File: src/rtl/mult8_seq_ctrl.sv
// mult8_seq_ctrl
// Sequencer for an external 8x8 multiplier stage. It accepts one request at a
// time, loads the operands into the multiplier, and waits MUL_LAT cycles. It
// then captures the product together with the request tag and holds the result
// until the consumer takes it. Every captured product is also checked against
// a local a*b. Any disagreement sets a sticky mismatch flag.
//
// Ports
//   clk       : single clock, all state updates on its rising edge
//   rst       : asynchronous active-low reset (0 = reset)
//   in_valid  : request present            in_ready  : block can accept
//   in_a/in_b : unsigned 8-bit operands    in_tag    : request tag
//   mul_a/b   : operands to multiplier     mul_load  : one-cycle load pulse
//   mul_rst   : sync reset to multiplier   mul_prod  : multiplier product
//   out_valid : result present             out_ready : consumer accepts
//   out_prod  : captured product           out_tag   : captured tag
//   mismatch  : sticky product-check flag  done_cnt  : completed handshakes
module mult8_seq_ctrl #(
  parameter int MUL_LAT = 5,
  parameter int TAG_W   = 4
) (
  input  logic             clk,
  input  logic             rst,
  input  logic             in_valid,
  output logic             in_ready,
  input  logic [7:0]       in_a,
  input  logic [7:0]       in_b,
  input  logic [TAG_W-1:0] in_tag,
  output logic [7:0]       mul_a,
  output logic [7:0]       mul_b,
  output logic             mul_load,
  output logic             mul_rst,
  input  logic [15:0]      mul_prod,
  output logic             out_valid,
  input  logic             out_ready,
  output logic [15:0]      out_prod,
  output logic [TAG_W-1:0] out_tag,
  output logic             mismatch,
  output logic [15:0]      done_cnt
);

  // A zero-latency build still needs a one-bit counter to stay legal.
  localparam int CNT_W = (MUL_LAT > 0) ? $clog2(MUL_LAT + 1) : 1;

  typedef enum logic [2:0] {MRST, IDLE, LOAD, WAIT, DONE} state_t;

  state_t             state;
  state_t             state_nxt;
  logic [7:0]         a_q;
  logic [7:0]         b_q;
  logic [TAG_W-1:0]   tag_q;
  logic [CNT_W-1:0]   cnt;
  logic               accept;
  logic               capture;
  logic               handshake;
  logic [15:0]        ref_prod;

  assign accept    = (state == IDLE) && in_valid;
  assign capture   = (state == WAIT) && (cnt == '0);
  assign handshake = (state == DONE) && out_ready;
  assign ref_prod  = {8'h00, a_q} * {8'h00, b_q};

  // The operand registers drive the multiplier directly. They therefore stay
  // stable from LOAD until the next accept.
  assign mul_a = a_q;
  assign mul_b = b_q;

  // State register
  always_ff @(posedge clk or negedge rst) begin
    if (!rst) state <= MRST;
    else      state <= state_nxt;
  end

  // Next-state logic
  always_comb begin
    state_nxt = state;
    unique case (state)
      MRST: state_nxt = IDLE;
      IDLE: if (accept) state_nxt = LOAD;
      LOAD: state_nxt = WAIT;
      WAIT: if (capture) state_nxt = DONE;
      DONE: if (handshake) state_nxt = IDLE;
      default: state_nxt = MRST;
    endcase
  end

  // Output decode. These outputs depend only on the state, so the handshake
  // cycle in DONE still shows in_ready=0.
  always_comb begin
    in_ready  = 1'b0;
    mul_load  = 1'b0;
    mul_rst   = 1'b0;
    out_valid = 1'b0;
    unique case (state)
      MRST: mul_rst   = 1'b1;
      IDLE: in_ready  = 1'b1;
      LOAD: mul_load  = 1'b1;
      WAIT: ;
      DONE: out_valid = 1'b1;
      default: mul_rst = 1'b1;
    endcase
  end

  // Datapath: operand capture, latency counter, result capture, check flag
  // and the handshake counter.
  always_ff @(posedge clk or negedge rst) begin
    if (!rst) begin
      a_q      <= '0;
      b_q      <= '0;
      tag_q    <= '0;
      cnt      <= '0;
      out_prod <= '0;
      out_tag  <= '0;
      mismatch <= 1'b0;
      done_cnt <= '0;
    end else begin
      if (accept) begin
        a_q   <= in_a;
        b_q   <= in_b;
        tag_q <= in_tag;
      end
      if (state == LOAD) begin
        cnt <= CNT_W'(MUL_LAT);
      end else if ((state == WAIT) && (cnt != '0)) begin
        cnt <= cnt - CNT_W'(1);
      end
      if (capture) begin
        out_prod <= mul_prod;
        out_tag  <= tag_q;
        if (mul_prod != ref_prod) mismatch <= 1'b1;
      end
      if (handshake) done_cnt <= done_cnt + 16'd1;
    end
  end

endmodule

File: config.mk
export PLATFORM = sky130hd
export DESIGN_NAME = mult8_seq_ctrl
export DESIGN_NICKNAME = d
export VERILOG_FILES = /design/src/rtl/mult8_seq_ctrl.sv
export SDC_FILE = /design/constraint.sdc
export NUM_CORES = 1
export LEC_CHECK = 0
export BUFFER_PORTS_ARGS = -buffer_cell sky130_fd_sc_hd__buf_4
export CORE_MARGIN = 2
export CORE_UTILIZATION = 43
export CTS_CLUSTER_DIAMETER = 100
export DETAILED_ROUTE_END_ITERATION = 7
export PLACE_DENSITY = 0.66
export SYNTH_ARGS = -nofsm -noshare
export SYNTH_HDL_FRONTEND = slang
export SYNTH_SLANG_ARGS = --single-unit
File: constraint.sdc
create_clock -name clk -period 14.1 [get_ports clk]
set_input_delay 1.41 -clock clk [delete_from_list [all_inputs] [get_ports clk]]
set_output_delay 1.41 -clock clk [all_outputs]
set_load 0.01 [all_outputs]
# ---- Word-level counts from Yosys, hierarchy flattened
# Cells that the tools add are included.
dict set report totals {
  regBits 63
  input_bits 40
  out_inout_bits 57
  elab_cells 41
}
dict set report op_classes {
  n_reduce_logical 11
  n_eq_ne 8
  n_mul 1
  add_sub_neg 2
  mux 10
}
# cell n
set ops {}
lappend ops {{adder 16 x 1 -> 16 bit (second input constant)} 1}
lappend ops {{multiplier 8 x 8 -> 16 bit} 1}
lappend ops {{inequality test 16 bit} 1}
lappend ops {{two-way mux 3 bit} 5}
lappend ops {{one-hot mux 3 bit (5 select lines)} 1}
lappend ops {{== test 3 x 2 -> 1 bit (second input constant)} 2}
lappend ops {{zero test 3 bit} 2}
lappend ops {{inequality test 2 bit (second input constant)} 3}
lappend ops {{logical AND 1 bit} 4}
lappend ops {{two-way mux 1 bit} 4}
lappend ops {{OR reduction 4 bit} 1}
lappend ops {{== test 3 x 1 -> 1 bit (second input constant)} 1}
lappend ops {{== test 3 bit (second input constant)} 1}
lappend ops {{AND reduction 3 bit} 1}
lappend ops {{nonzero test 3 bit} 1}
lappend ops {{subtractor 3 x 1 -> 3 bit (second input constant)} 1}
lappend ops {{AND reduction 2 bit} 1}
lappend ops {{nonzero test 2 bit} 1}

# ---- Logic depth before layout (Yosys ltp)
# Gate-level depths: netlist (run 1).
dict set report depth {
  word_depth 4
  mapped_depth 18
  mapped_depth_nobuf 16
}

# ---- Worst setup path after synthesis (run 1)
# OpenSTA, ideal clock, no wires.
dict set report synth_path {
  kind {reg2reg}
  start {register b_q[7] (netlist: mul_b[7])}
  end {register mismatch}
  period_less_slack_ns 4.519
  path_buffers 1
  path_stages_with_launch 16
  arrival_time_ns 4.390
  setup_ns 0.129
  required_ns 13.971
  slack_ns 9.581
  cell_sequence {dfrtp_1 > clkbuf_1 > nand2_1 > fa_1 > fa_1 > fa_1 > fa_1 > inv_1 > ha_1 > nand2_1 > nor3_1 > or4_4 > o21ai_4 > mux2_1 > mux2i_1 > a31oi_1}
}
dict set report synth_between {
  elab_chain_cells 3
}
# element line
set synth_lines {}
lappend synth_lines {{start, declared} 50} ;# logic [7:0] b_q;
lappend synth_lines {{start signal, assigned} 119} ;# b_q <= in_b;
lappend synth_lines {{multiplier 8 x 8 -> 16 bit} 61} ;# assign ref_prod = {8'h00, a_q} * {8'h00, b_q};
lappend synth_lines {{inequality test 16 bit} 130} ;# if (mul_prod != ref_prod) mismatch <= 1'b1;
lappend synth_lines {{AND reduction 2 bit (no line)} -}
lappend synth_lines {{end signal, assigned} 114} ;# mismatch <= 1'b0;
lappend synth_lines {{end signal, assigned} 130}
lappend synth_lines {{end, declared} 38} ;# output logic mismatch,
# No other way between the ends.
# A chain may end at the register's enable or synchronous reset.

# ---- Worst setup path in the final report (run 1)
dict set report layout_path {
  start {register a_q[4] (netlist: mul_a[4])}
  end {register mismatch}
}
dict set report layout_between {
  elab_chain_cells 3
}
# element line
set layout_lines {}
lappend layout_lines {{start, declared} 49} ;# logic [7:0] a_q;
lappend layout_lines {{start signal, assigned} 118} ;# a_q <= in_a;
lappend layout_lines {{multiplier 8 x 8 -> 16 bit} 61}
lappend layout_lines {{inequality test 16 bit} 130}
lappend layout_lines {{AND reduction 2 bit (no line)} -}
# No other way between the ends.

==> results.yml, run 1 <==
outcome:
  status: "complete, no violations"
final_layout:
  seq_area_mm2: 0.00158
  final_core_util_pct: 53.3
  layout_common_cells: "buf_4 (96), dfrtp_1 (63), inv_1 (57)"
  drive_gt1_share_pct: 28.7
  antenna_cells: 0
  multi_input_area_mm2: 0.00303
  num-nets-final: 677
  area_growth_pct: 22.1
  final_cell_area_mm2: 0.00600
  fillers: 1014
  layout_commonest_cell: "buf_4"
synthesis:
  synth_edf_count: 0
  synthDistinctLibCells: 46
  seq_area_frac_synth_pct: 32.1
  synthArstFlopShare_pct: 100
  synth_top_family_by_area: "adder cells"
  synth.area.top_cells: "dfrtp_1 (32%), fa_1 (15%), ha_1 (9.9%)"
  synth_top_area_share_pct: 32.1
  ys_ff_latch: 63
  yosys.area_share.simple_pct: 14.7
  avgSynthCellArea_um2: 10.4
  synth_cells: 474
  synth_nets: 589
  synth_adder_area_share_pct: 24.6
  synth_compound_area_share_pct: 4.94
  synth_top_area_cell: "dfrtp_1"
  ys_warn_count: 0
  syn-cell-area_mm2: 0.00492
  synthMuxAreaShare_pct: 10.2
  synth_ff_type: "dfrtp_1"
  synthXorXnorAreaFrac_pct: 7.12
routing:
  drc: 0
  via_per_inst: 5.08
  wire_per_inst_um: 15.8
  drtIter0Drc: 164
  ant_nets: 0
  wirelength_um: 11200
  vias: 3605
  first_pass_iters: 4
worst_setup_path:
  r2r_end: "mismatch"
  cp-start-kind: "flip-flop"
  critPathMaxStageDelay_ns: 0.56
  path_class: "flip-flop to flip-flop"
  cp_max_fo: 10
  cpMaxStageDelayCell: "fa_1"
  ff2ff_path_depth: 16
  reg2reg_from: "mul_a[4]"
  arrival_ns: 4.91
  regToRegSetupSlack_ns: 9.40
  crit_chain: "nand2_1, fa_1, inv_1, fa_1, inv_1, fa_1, inv_1, ha_1, ha_1, a21oi_1, nand3b_1, and3_1, a211oi_1, o211ai_1, nor3_1, a31oi_1"
  cp-end-kind: "flip-flop"
  required_ns: 14.31
hold_path:
  hold_end: "done_cnt[15]"
  min_from: "done_cnt[15]"
  min_path_cells: 1
  hp-class: "flip-flop to flip-flop"
floorplan:
  die_y_um: 111
  die_x_um: 111
  die_area_mm2: 0.0123
  core_mm2: 0.0113
  start_util_pct: 43.6
  ioPinCount: 97
  num_rows: 39
clocking:
  cts_made_buffers: 9
  cts_sinks: 63
  clockBufferDepth: 2
  ctsResizeCount: 0
  htreeDepth: 3
  clk_latency_ns: 0.33
  clkTransAtPathRegs_ns: 0.06
  cts_tree: "built"
  root_buffer: "clkbuf_16"
  post_cts_buffers: 0
  holdBufCountCts: 0
timing:
  finalHoldViolCount: 0
  fmax_mhz: 213
  tightestPinTransition_ns: 1.12
  fin_ws_ns: 9.40
  rsz0062_at_grt: "no"
  maxSlewViolCount: 0
  fin_skew_ns: 0.00906
  fin_crit_ns: 4.70
  setup_viol: 0
  tns_ns: 0
  slew_headroom_pct: 25.5
  finalCritPeriodShare_pct: 33.3
place:
  hpwl_um: 8460
  gp_congestion: 0.892
  place_ws_ns: 9.40
  postPlaceCellArea_mm2: 0.00572
  numPortBuffers: 96
global_routing:
  grt.overflow.total: 0
  track_usage_pct: 19.6
  grt_max_degree: 64
  grt_pass1_wl_um: 19200
  grt_pass1_vias: 3795
  antenna_found_initial: 0
flow_run:
  drv_cap: 0
synthesized netlist by cell type (2+ instances only):
library cell and n:
xnor2_1 24, o21a_1 3, nor2_1 18, fa_1 36
and3_1 4, nand2_1 50, o21ai_0 5, buf_6 2
a31oi_1 2, clkbuf_1 10, buf_2 6, and2_1 34
ha_1 39, mux2i_1 3, nand3_1 8, nor3_1 4
dfrtp_1 63, nand2b_1 4, xor2_1 16, o221ai_1 2
nand4_1 5, inv_1 57, nor2b_1 2, mux2_2 41
a21oi_1 15
final cells by class:
cell class	instances	area share, %
sequential	63	26.3
multi-input combinational	335	50.5
timing repair buffer	96	12.0
inverter	57	3.56
clock inverter	6	0.729
clock buffer	10	3.98
tap	143	2.98
routing by layer:
metal	GRT usage [%]	part of all wire (%)	vias to the layer above
li1	-	-	1711
met1	24.9	42	1761
met2	32.2	48	118
met3	6.29	8.4	15
met4	5.33	1.5	0
met5	0	0	-
registers in the layout, indices dropped and copies added (netlist names):
register	flops
tag_q	4
cnt	3
done_cnt	16
mul_a	8
out_tag	4
mismatch	1
state	3
mul_b	8
out_prod	16
worst max path at each step:
stage | slack (ns) | start | end
finish | 9.40 | mul_a[4] | mismatch
global route | 9.15 | mul_a[4] | mismatch
CTS | 9.39 | mul_a[0] | mismatch
detailed placement | 9.40 | mul_b[4] | mismatch
global placement | 9.57 | mul_b[4] | mismatch
floorplan | 9.58 | mul_b[7] | mismatch
per-stage QoR:
step	hold slack (ns)	instances
after global placement	0.468	694
final	0.496	710
after CTS	0.501	710
after global routing	0.526	710
after detailed placement	0.492	694
after floorplan	0.475	474
critical path, delay by kind of cell, from the launching register on:
kind | cells | cell delay [ns]
AO/OA/AOI/OAI | 4 | 0.75
AND/OR/NAND/NOR | 4 | 0.68
adder cells (fa/ha/maj) | 5 | 2.42
buffers and inverters | 3 | 0.17
flip-flops | 1 | 0.55
cells by family (layout without fill, tap and decap cells):
logic type,Yosys count,count (layout)
compound gates,37,37
fa+ha+maj,75,75
mux,45,45
buf+inv,76,169
simple gates,138,138
flops,63,63
xor+xnor,40,40
Power of run 1 is left out: the tool's default activity adds up to more than one toggle a clock period on the data nets, which glitch-free logic cannot reach.
==> run 2: changes to the inputs <==
Settings changed: PLACE_DENSITY 0.66 to 0.68.
Clock period 14.1 ns to 4.2 ns, I/O delays scaled along.
==> run 2 against run 1 <==
The run now ends with setup timing left. Critical path depth down 3. First-iteration DRC count down 35%. Die area unchanged. Non-clock buffer count rose by 52. Count of clock-buffer cells in the layout unchanged. Largest cell class unchanged.
==> results.yml, run 2 (same netlist as run 1, synthesis figures left out) <==
outcome:
  status: "finished, violations left"
  violations: "setup timing"
global_routing:
  grt_max_degree: 64
  grt_pass1_vias: 4104
  grt.overflow.total: 0
  antenna_found_initial: 0
  track_usage_pct: 19.5
  grt_pass1_wl_um: 19400
floorplan:
  ioPinCount: 97
  die_x_um: 111
  die_y_um: 111
  die_area_mm2: 0.0123
  num_rows: 39
  start_util_pct: 43.6
  core_mm2: 0.0113
timing:
  rsz0062_at_grt: "yes"
  maxSlewViolCount: 0
  slew_headroom_pct: 26.9
  fin_skew_ns: 0.00656
  finalHoldViolCount: 0
  setup_viol: 1
  tightestPinTransition_ns: 1.10
  fin_crit_ns: 4.21
  finalCritPeriodShare_pct: 100
  fin_ws_ns: -0.00982
  fmax_mhz: 238
worst_setup_path:
  path_class: "flip-flop to flip-flop"
  reg2reg_from: "mul_a[1]"
  ff2ff_path_depth: 13
  required_ns: 4.40
  r2r_end: "mismatch"
  cp-end-kind: "flip-flop"
  arrival_ns: 4.41
  cp-start-kind: "flip-flop"
  regToRegSetupSlack_ns: -0.01
  worstSetupStartpoint: "mul_a[1]"
  cp_max_fo: 7
clocking:
  clkTransAtPathRegs_ns: 0.06
  clockBufferDepth: 2
  root_buffer: "clkbuf_16"
  cts_sinks: 63
  cts_made_buffers: 9
  cts_tree: "built"
  htreeDepth: 3
  clk_latency_ns: 0.33
final_layout:
  area_growth_pct: 33.5
  fillers: 953
  multi_input_area_mm2: 0.00315
  top_regs: "done_cnt x16, out_prod x16"
  layout_commonest_cell: "buf_4"
  antenna_cells: 0
  seq_area_mm2: 0.00159
  num-nets-final: 729
  layout_common_cells: "buf_4 (145), inv_1 (54), dfrtp_1 (54)"
  drive_gt1_share_pct: 40.1
routing:
  vias: 3864
  drc: 0
  ant_nets: 0
  via_per_inst: 5.07
  wirelength_um: 11600
  drtIter0Drc: 106
  wire_per_inst_um: 15.2
  first_pass_iters: 4
place:
  place_ws_ns: -0.0477
  gp_congestion: 0.906
  numPortBuffers: 96
  hpwl_um: 8870
hold_path:
  hp-class: "input port to async pin"
flow_run:
  drv_cap: 0
[run 2: cell types whose count changed in the layout (fill, tap and decap cells not counted), sizes merged]
cell      previous run  this run
buf                 96       148
bufinv               0         1
clkinv               4         3
clkinvlp             1         2
inv                 58        57
[run 2: timing repair]
item	in CTS	in global routing
resized for setup	18	17
setup endpoints to repair	1	1
hold buffers	0	0
pin swaps	4	18
buffers inserted	5	8
gates cloned	0	0
[run 2: how the worst max path moves through the flow]
stage / to / slack [ns] / cells after the start
after global placement: mismatch / -0.02 / 17
after floorplan: mismatch / 0.003 / 14
after global routing: mismatch / -0.15 / 16
after CTS: mismatch / 0.000008 / 12
final: mismatch / -0.01 / 13
after detailed placement: mismatch / -0.05 / 12
[run 2: metrics by stage]
stage | cells | area (um2) | utilization (%) | setup TNS (ns) | hold slack [ns]
after global routing | 762 | 6570 | 58.2 | -0.151 | 0.251
after CTS | 754 | 6420 | 56.9 | 0 | 0.216
after detailed placement | 733 | 6030 | 53.5 | -0.0477 | 0.472
after global placement | 733 | 6030 | 53.5 | -0.0211 | 0.467
final | 762 | 6570 | 58.2 | -0.00982 | 0.176
after floorplan | 474 | 4990 | - | 0 | 0.124
[run 2: area by class of cell]
class | count | share of cell area [%]
repair buffers | 148 | 17.2
well taps | 143 | 2.73
multi-input cells | 335 | 48.0
inverters | 57 | 3.26
flip-flops and latches | 63 | 24.2
clock buffers | 10 | 3.64
clock inverters | 6 | 0.915
[run 2: layer usage]
metal | vias up | global-route usage (%) | share of wire [%]
li1 | 1816 | - | -
met1 | 1914 | 23.4 | 40
met2 | 109 | 33.4 | 51
met3 | 25 | 5.69 | 6.1
met4 | 0 | 6.75 | 2.3
met5 | - | 0 | 0
[run 2: critical path, stage by stage (launching register included)]
cell and delay, ns:
dfrtp_2 0.43, nand2_1 0.12, fa_1 0.57, fa_1 0.45
fa_1 0.46, fa_1 0.48, inv_1 0.06, ha_4 0.24
a21o_1 0.16, or4_4 0.49, o21ai_4 0.09, mux2_4 0.31
mux2i_1 0.13, a31oi_1 0.09
Power of run 2 is left out for the same reason.
